<file path="src/rtl/md_pkg.sv">
// Shared definitions for the multiply/divide unit.
//   - md_state_e    : sequencer states (idle, multiply, divide, sign fix-up)
//   - MD_WIDTH      : default operand / HI / LO width
//   - MD_ITER       : iterations of the shift-add / restoring loops
//   - HILO_HI/LO    : encodings of the HI/LO select inputs
//   - DIV_ZERO_QUOT : quotient written to LO by a divide by zero
package md_pkg;

    localparam int unsigned MD_WIDTH = 32;
    localparam int unsigned MD_ITER  = MD_WIDTH;

    localparam logic HILO_HI = 1'b1;
    localparam logic HILO_LO = 1'b0;

    localparam logic [MD_WIDTH-1:0] DIV_ZERO_QUOT = '1;

    typedef enum logic [1:0] {
        StIdle,
        StMul,
        StDiv,
        StFix
    } md_state_e;

endpackage

</file>
<file path="src/rtl/md_div_step.sv">
// One restoring-divide step (purely combinational).
// Ports:
//   rem      : partial remainder, always < divisor when divisor != 0
//   dvd_bit  : next dividend bit shifted into the remainder
//   divisor  : divisor magnitude
//   rem_next : partial remainder after this step
//   quot_bit : quotient bit produced by this step
module md_div_step
    import md_pkg::*;
#(
    parameter int unsigned WIDTH = MD_WIDTH
) (
    input  logic [WIDTH-1:0] rem,
    input  logic             dvd_bit,
    input  logic [WIDTH-1:0] divisor,
    output logic [WIDTH-1:0] rem_next,
    output logic             quot_bit
);

    logic [WIDTH:0]   shifted;
    logic [WIDTH-1:0] trial;

    assign shifted  = {rem, dvd_bit};
    // The true difference is below the divisor whenever it is kept, so W bits suffice.
    assign trial    = shifted[WIDTH-1:0] - divisor;
    assign quot_bit = (shifted >= {1'b0, divisor});
    assign rem_next = quot_bit ? trial : shifted[WIDTH-1:0];

endmodule

</file>
<file path="src/rtl/mult_div_unit.sv">
// Iterative multiply/divide unit with architectural HI/LO registers.
// Ports:
//   clk, reset   : clock, synchronous active-high reset
//   md_start     : launch pulse; md_div / md_signed select the operation
//   md_abort     : cancels an in-flight operation, HI/LO untouched
//   src_a, src_b : operands (src_a is also MTHI/MTLO data)
//   hilo_wr_dis  : [1] blocks HI move write, [0] blocks LO move write
//   hilo_src     : move target (HILO_HI / HILO_LO)
//   hilo_wr      : move write strobe, honoured only while idle
//   hilo_sel     : read select for hilo_out
//   md_run       : busy
//   hilo_out     : registered HI or LO
//   div_by_zero  : sticky, set by a completed divide with zero divisor
// Optional build macro MD_FAST_MUL_EN: single-cycle magnitude multiply
// (MUL lasts one cycle); results are identical to the iterative build.
module mult_div_unit
    import md_pkg::*;
#(
    parameter int unsigned WIDTH = MD_WIDTH,
    parameter int unsigned CNT_W = 6
) (
    input  logic             clk,
    input  logic             reset,
    input  logic             md_start,
    input  logic             md_div,
    input  logic             md_signed,
    input  logic             md_abort,
    input  logic [WIDTH-1:0] src_a,
    input  logic [WIDTH-1:0] src_b,
    input  logic [1:0]       hilo_wr_dis,
    input  logic             hilo_src,
    input  logic             hilo_wr,
    input  logic             hilo_sel,
    output logic             md_run,
    output logic [WIDTH-1:0] hilo_out,
    output logic             div_by_zero
);

    // Replicate the package pattern to any width.
    localparam logic [WIDTH-1:0] DivZeroQuot = {WIDTH{DIV_ZERO_QUOT[0]}};

    md_state_e          state_q, state_d;
    logic [CNT_W-1:0]   cnt_q, cnt_d;
    logic [WIDTH-1:0]   hi_q, hi_d, lo_q, lo_d;
    logic [WIDTH-1:0]   a_q, a_d, b_q, b_d;
    // Multiply: {upper partial sum, remaining multiplier bits}.
    // Divide:   {partial remainder, dividend bits / quotient bits}.
    logic [2*WIDTH-1:0] acc_q, acc_d;
    logic               is_div_q, is_div_d;
    logic               neg_res_q, neg_res_d;
    logic               neg_rem_q, neg_rem_d;
    logic               dbz_q, dbz_d;

    logic               a_neg, b_neg;
    logic [WIDTH-1:0]   a_mag, b_mag;
    logic               start_ok, last_iter;

    logic [WIDTH-1:0]   div_rem_next;
    logic               div_q_bit;

    logic [2*WIDTH-1:0] prod_fix;
    logic [WIDTH-1:0]   quot_fix, rem_fix;

    // Signed operands become magnitude + sign; -2^(W-1) maps to unsigned 2^(W-1).
    assign a_neg = md_signed & src_a[WIDTH-1];
    assign b_neg = md_signed & src_b[WIDTH-1];
    assign a_mag = a_neg ? -src_a : src_a;
    assign b_mag = b_neg ? -src_b : src_b;

    assign start_ok  = md_start & ~md_abort & (state_q == StIdle);
    assign last_iter = (cnt_q == CNT_W'(WIDTH - 1));

`ifndef MD_FAST_MUL_EN
    logic [WIDTH:0] mul_sum;
    assign mul_sum = {1'b0, acc_q[2*WIDTH-1:WIDTH]} + (acc_q[0] ? {1'b0, a_q} : '0);
`endif

    md_div_step #(
        .WIDTH(WIDTH)
    ) u_div_step (
        .rem     (acc_q[2*WIDTH-1:WIDTH]),
        .dvd_bit (acc_q[WIDTH-1]),
        .divisor (b_q),
        .rem_next(div_rem_next),
        .quot_bit(div_q_bit)
    );

    assign prod_fix = neg_res_q ? -acc_q : acc_q;
    assign quot_fix = (b_q == '0) ? DivZeroQuot
                    : (neg_res_q ? -acc_q[WIDTH-1:0] : acc_q[WIDTH-1:0]);
    // With a zero divisor the remainder ends up as |dividend|, so re-signing it
    // reproduces the captured dividend.
    assign rem_fix  = neg_rem_q ? -acc_q[2*WIDTH-1:WIDTH] : acc_q[2*WIDTH-1:WIDTH];

    always_comb begin
        state_d   = state_q;
        cnt_d     = cnt_q;
        hi_d      = hi_q;
        lo_d      = lo_q;
        a_d       = a_q;
        b_d       = b_q;
        acc_d     = acc_q;
        is_div_d  = is_div_q;
        neg_res_d = neg_res_q;
        neg_rem_d = neg_rem_q;
        dbz_d     = dbz_q;

        unique case (state_q)
            StIdle: begin
                if (hilo_wr) begin
                    if ((hilo_src == HILO_HI) && !hilo_wr_dis[1]) hi_d = src_a;
                    if ((hilo_src == HILO_LO) && !hilo_wr_dis[0]) lo_d = src_a;
                end
                if (start_ok) begin
                    a_d       = a_mag;
                    b_d       = b_mag;
                    is_div_d  = md_div;
                    neg_res_d = a_neg ^ b_neg;
                    neg_rem_d = a_neg;
                    dbz_d     = 1'b0;
                    cnt_d     = '0;
                    acc_d     = md_div ? {{WIDTH{1'b0}}, a_mag} : {{WIDTH{1'b0}}, b_mag};
                    state_d   = md_div ? StDiv : StMul;
                end
            end
            StMul: begin
`ifdef MD_FAST_MUL_EN
                acc_d   = {{WIDTH{1'b0}}, a_q} * {{WIDTH{1'b0}}, b_q};
                state_d = StFix;
`else
                acc_d = {mul_sum, acc_q[WIDTH-1:1]};
                cnt_d = cnt_q + CNT_W'(1);
                if (last_iter) state_d = StFix;
`endif
            end
            StDiv: begin
                acc_d = {div_rem_next, acc_q[WIDTH-2:0], div_q_bit};
                cnt_d = cnt_q + CNT_W'(1);
                if (last_iter) state_d = StFix;
            end
            StFix: begin
                if (is_div_q) begin
                    lo_d  = quot_fix;
                    hi_d  = rem_fix;
                    dbz_d = (b_q == '0);
                end else begin
                    hi_d = prod_fix[2*WIDTH-1:WIDTH];
                    lo_d = prod_fix[WIDTH-1:0];
                end
                state_d = StIdle;
            end
            default: state_d = StIdle;
        endcase

        // Abort beats everything in flight, including the FIX write.
        if (md_abort && (state_q != StIdle)) begin
            state_d = StIdle;
            hi_d    = hi_q;
            lo_d    = lo_q;
            dbz_d   = dbz_q;
        end
    end

    always_ff @(posedge clk) begin
        if (reset) begin
            state_q   <= StIdle;
            cnt_q     <= '0;
            hi_q      <= '0;
            lo_q      <= '0;
            a_q       <= '0;
            b_q       <= '0;
            acc_q     <= '0;
            is_div_q  <= 1'b0;
            neg_res_q <= 1'b0;
            neg_rem_q <= 1'b0;
            dbz_q     <= 1'b0;
        end else begin
            state_q   <= state_d;
            cnt_q     <= cnt_d;
            hi_q      <= hi_d;
            lo_q      <= lo_d;
            a_q       <= a_d;
            b_q       <= b_d;
            acc_q     <= acc_d;
            is_div_q  <= is_div_d;
            neg_res_q <= neg_res_d;
            neg_rem_q <= neg_rem_d;
            dbz_q     <= dbz_d;
        end
    end

    assign md_run      = (state_q != StIdle);
    assign hilo_out    = (hilo_sel == HILO_HI) ? hi_q : lo_q;
    assign div_by_zero = dbz_q;

endmodule

</file>
<file path="config.mk">
export PLATFORM = sky130hd
export DESIGN_NAME = mult_div_unit
export DESIGN_NICKNAME = d
export VERILOG_FILES = /design/src/rtl/md_pkg.sv /design/src/rtl/md_div_step.sv /design/src/rtl/mult_div_unit.sv
export SDC_FILE = /design/constraint.sdc
export NUM_CORES = 1
export LEC_CHECK = 0
export CORE_AREA = 4 4 170 172
export DETAILED_ROUTE_END_ITERATION = 16
export DIE_AREA = 0 0 174 176
export GPL_ROUTABILITY_DRIVEN = 0
export PLACE_DENSITY = 0.8
export SYNTH_ARGS = -nofsm -noshare
export SYNTH_HDL_FRONTEND = slang
export SYNTH_HIERARCHICAL = 1
export SYNTH_SLANG_ARGS = --single-unit
export TNS_END_PERCENT = 100
</file>
<file path="constraint.sdc">
create_clock -name clk -period 10.8 [get_ports clk]
set_clock_uncertainty 0.15 [all_clocks]
set_input_delay 2.7 -clock clk [delete_from_list [all_inputs] [get_ports clk]]
set_output_delay 2.7 -clock clk [all_outputs]
set_load 0.1 [all_outputs]
</file>
==> results.toml <==
[run_status]
outcome = "finished clean"

[synth]
synthCells = 2140
yosysTopAreaCell = "dfxtp_1"
syn-num-nets = 2290
ys_seq_elements = 204
syn_area_per_cell_um2 = 7.60
ys_warn_count = 6
synth_area_leaders = "dfxtp_1, a21oi_1, xnor2_1"
synth_cell_types = 82
ys_seq_area_share_pct = 25.1
synth_edf_count = 0
yosys_most_used_dff = "dfxtp_1"
synth_area_um2 = 16300
synth_top_cell_area_share_pct = 25.1
synth-async-reset-ratio_pct = 0

[worst_setup_path]
arrival_ns = 4.90
path_delay_family = "buffers and inverters"
path_buf_inv = 3
endpoint_kind = "output port"
crit_type = "in -> out"
worstPathCellList = "clkdlybuf4s50_1, buf_4, mux2_2, clkdlybuf4s50_1"
crit_path_frequent_cell = "clkdlybuf4s50_1"
worstSetupStartpointType = "input pin"
cp_max_fo = 32
worst_path_max_delay_cell = "clkdlybuf4s50_1"
worstPathRequired_ns = 7.95
max_stage_delay_ns = 1.15

[timing]
timing.final.ws_setup_ns = 3.05
fin_crit_ns = 7.75
drv_slew = 0
grt_setup_unrepaired = "no"
setup_viol_count_final = 0
max_clock_freq_mhz = 129
max_slew_margin_pct = 18.1
finalCritPeriodShare_pct = 71.7
hold_viol_final = 0
tightestPinTransition_ns = 1.23
finalSetupTns_ns = 0

[clocking]
cts_tree = "yes"
clkSlewWorstSetupHoldPaths_ns = 0.06
cts-resized-gates = 0
numClockSinks = 204
h-tree-depth = 1
clk_latency_ns = 0.54
cts_setup_buffers = 0
cts_buffer_depth = 3
postCtsHoldBufs = 0
cts_buffers = 24
cts_root_buf = "clkbuf_16"

[power_and_ir_drop]
power.density_nw_per_um2 = 194
p_comb_share_pct = 45.1
ir_drop_mv = 0.362
sequentialPowerShare_pct = 30.2
intPower_w = 0.00194
power.net_switching_w = 0.00158
cellLeakagePower_nw = 7.04
p_clk_share_pct = 24.7
swShare_pct = 44.9

[global_routing]
grt_pass1_vias = 15817
grt_use_total_pct = 34.8
antenna_found_initial = 0
grt_max_degree = 115
overflow = 0
grt_pass1_wl_mm = 86.7

[floorplan]
ios = 109
dieArea_um2 = 30600
die-height_um = 176
num_rows = 61
die_width_um = 174
start_util_pct = 59.2
core_area_um2 = 27500

[flow_run]
max-cap-violations = 0

[cells_and_area]
layout-drive-gt1-share_pct = 7.11
fin_nets = 2285
n_antenna_cell = 0
syn_to_final_growth_pct = 11.6

[routing]
drcViolationCount = 0
via_per_inst = 6.83
wl_per_cell_um = 22.5
drt_iter0_drc = 2284
routed_wl_mm = 56.3
dr.pass1.iters = 8
drtAntennaViolNets = 0
via_count = 17078

[placement]
dp_hpwl_mm = 42.4
place_ws_ns = 3.06
port_buffers = 108

[min_path]
min_path_type = "reg -> reg"
final timing paths:
| check | startpoint | to | slack [ns] | cells past startpoint |
|---|---|---|---|---|
| max | hilo_sel | hilo_out[24] | 3.05 | 4 |
| min | a_q[0] | a_q[0] | 0.30 | 2 |
| max reg2reg | acc_q[42] | acc_q[58] | 6.27 | 13 |
| min reg2reg | a_q[0] | a_q[0] | 0.30 | 2 |
logic make-up (layout without fill, tap and decap cells):
family | count (synthesis) | in the layout | share of synthesized area (%)
simple gates | 693 | 693 | 20.5
compound gates | 686 | 686 | 28.0
buf+inv | 224 | 237 | 5.35
flops | 204 | 204 | 25.1
xor+xnor | 171 | 171 | 9.21
mux | 87 | 87 | 6.03
fa+ha+maj | 75 | 75 | 5.86
per-layer routing:
metal	track usage, %	vias to the layer above	part of all wire (%)
met3	7.71	206	12
met1	45.8	7945	39
met5	0	-	0
met4	16.9	0	5.6
met2	54.5	1063	44
li1	-	7864	-
power groups by stage:
stage                     clock network [W]  logic (W)  registers (W)
final                              0.000867    0.00159        0.00106
after global routing               0.000896    0.00169        0.00108
after CTS                          0.000867    0.00152        0.00105
after detailed placement                  0    0.00152        0.00107
after global placement                    0    0.00148        0.00106
after floorplan                           0    0.00121       0.000957
final cells by class:
type | instances | area, um^2
inverters | 66 | 248
clock buffers | 31 | 678
well taps | 346 | 433
multi-input cells | 1712 | 11300
fillers | 2392 | 9320
flip-flops and latches | 204 | 4080
clock inverters | 13 | 160
repair buffers | 127 | 1220
cells in the final DEF, fill, tap and decap left out, drive strengths merged, types with 8 or more instances in the layout:
master         instances
a211oi                75
nor4                  37
nor3                  36
mux2                  61
nand2                199
and2                  40
o221ai                27
a21oi                189
a22o                  10
nand3                 33
clkinv                 9
o21bai                 9
nor2b                 15
xor2                  65
a31oi                 17
a22oi                 47
o22ai                 10
nand4                 21
clkdlybuf4s50        107
o21a                  10
a21boi                 8
or3                   25
inv                   65
ha                    73
clkbuf                31
xnor2                106
o21ai                120
and3                  17
o211ai                20
a221oi                10
a221o                  9
or4                   23
o31ai                 28
dfxtp                204
o41ai                 23
a21o                  35
buf                   20
mux2i                 26
nor2                 215
cell usage after synthesis (all sizes together), types with 17 or more instances:
| master | count |
|---|---|
| xor2 | 65 |
| nand2 | 199 |
| inv | 64 |
| o21ai | 120 |
| a211oi | 75 |
| a31oi | 17 |
| o41ai | 23 |
| mux2 | 61 |
| nor4 | 37 |
| ha | 73 |
| or4 | 23 |
| a21o | 35 |
| clkbuf | 133 |
| dfxtp | 204 |
| a21oi | 189 |
| nand4 | 21 |
| a22oi | 47 |
| mux2i | 26 |
| o221ai | 27 |
| nand3 | 33 |
| o211ai | 20 |
| nor3 | 36 |
| or3 | 25 |
| nor2 | 215 |
| o31ai | 28 |
| buf | 25 |
| and2 | 40 |
| xnor2 | 106 |
| and3 | 17 |
state kept, by name, summed over array words and instances (netlist names):
signal,count
hi_q,32
neg_rem_q,1
neg_res_q,1
is_div_q,1
acc_q,64
state_q,2
a_q,32
b_q,32
div_by_zero,1
lo_q,32
cnt_q,6
per-stage QoR:
stage / hold slack [ns] / cells / utilization [%] / power [W] / area [um^2]
2_1_floorplan: 0.270 / 2140 / - / 0.00217 / 16300
3_3_place_gp: 0.287 / 2455 / 63.0 / 0.00255 / 17300
3_5_place_dp: 0.293 / 2455 / 63.0 / 0.00259 / 17300
4_1_cts: 0.301 / 2499 / 66.1 / 0.00345 / 18200
5_1_grt: 0.320 / 2499 / 66.1 / 0.00366 / 18200
6_report: 0.302 / 2499 / 66.1 / 0.00352 / 18200
worst register-to-register path, stage by stage, from the launching register on:
cell and delay, ns:
dfxtp_1 0.43, ha_1 0.48, nand4_1 0.23, nor3_1 0.52
o211ai_1 0.26, nor4b_4 0.22, o21ai_2 0.18, a31oi_4 0.13
o21a_4 0.30, inv_2 0.58, mux2_4 0.37, a22oi_1 0.17
o21ai_0 0.08, or3_1 0.32
(Power assumes the default switching activity.)
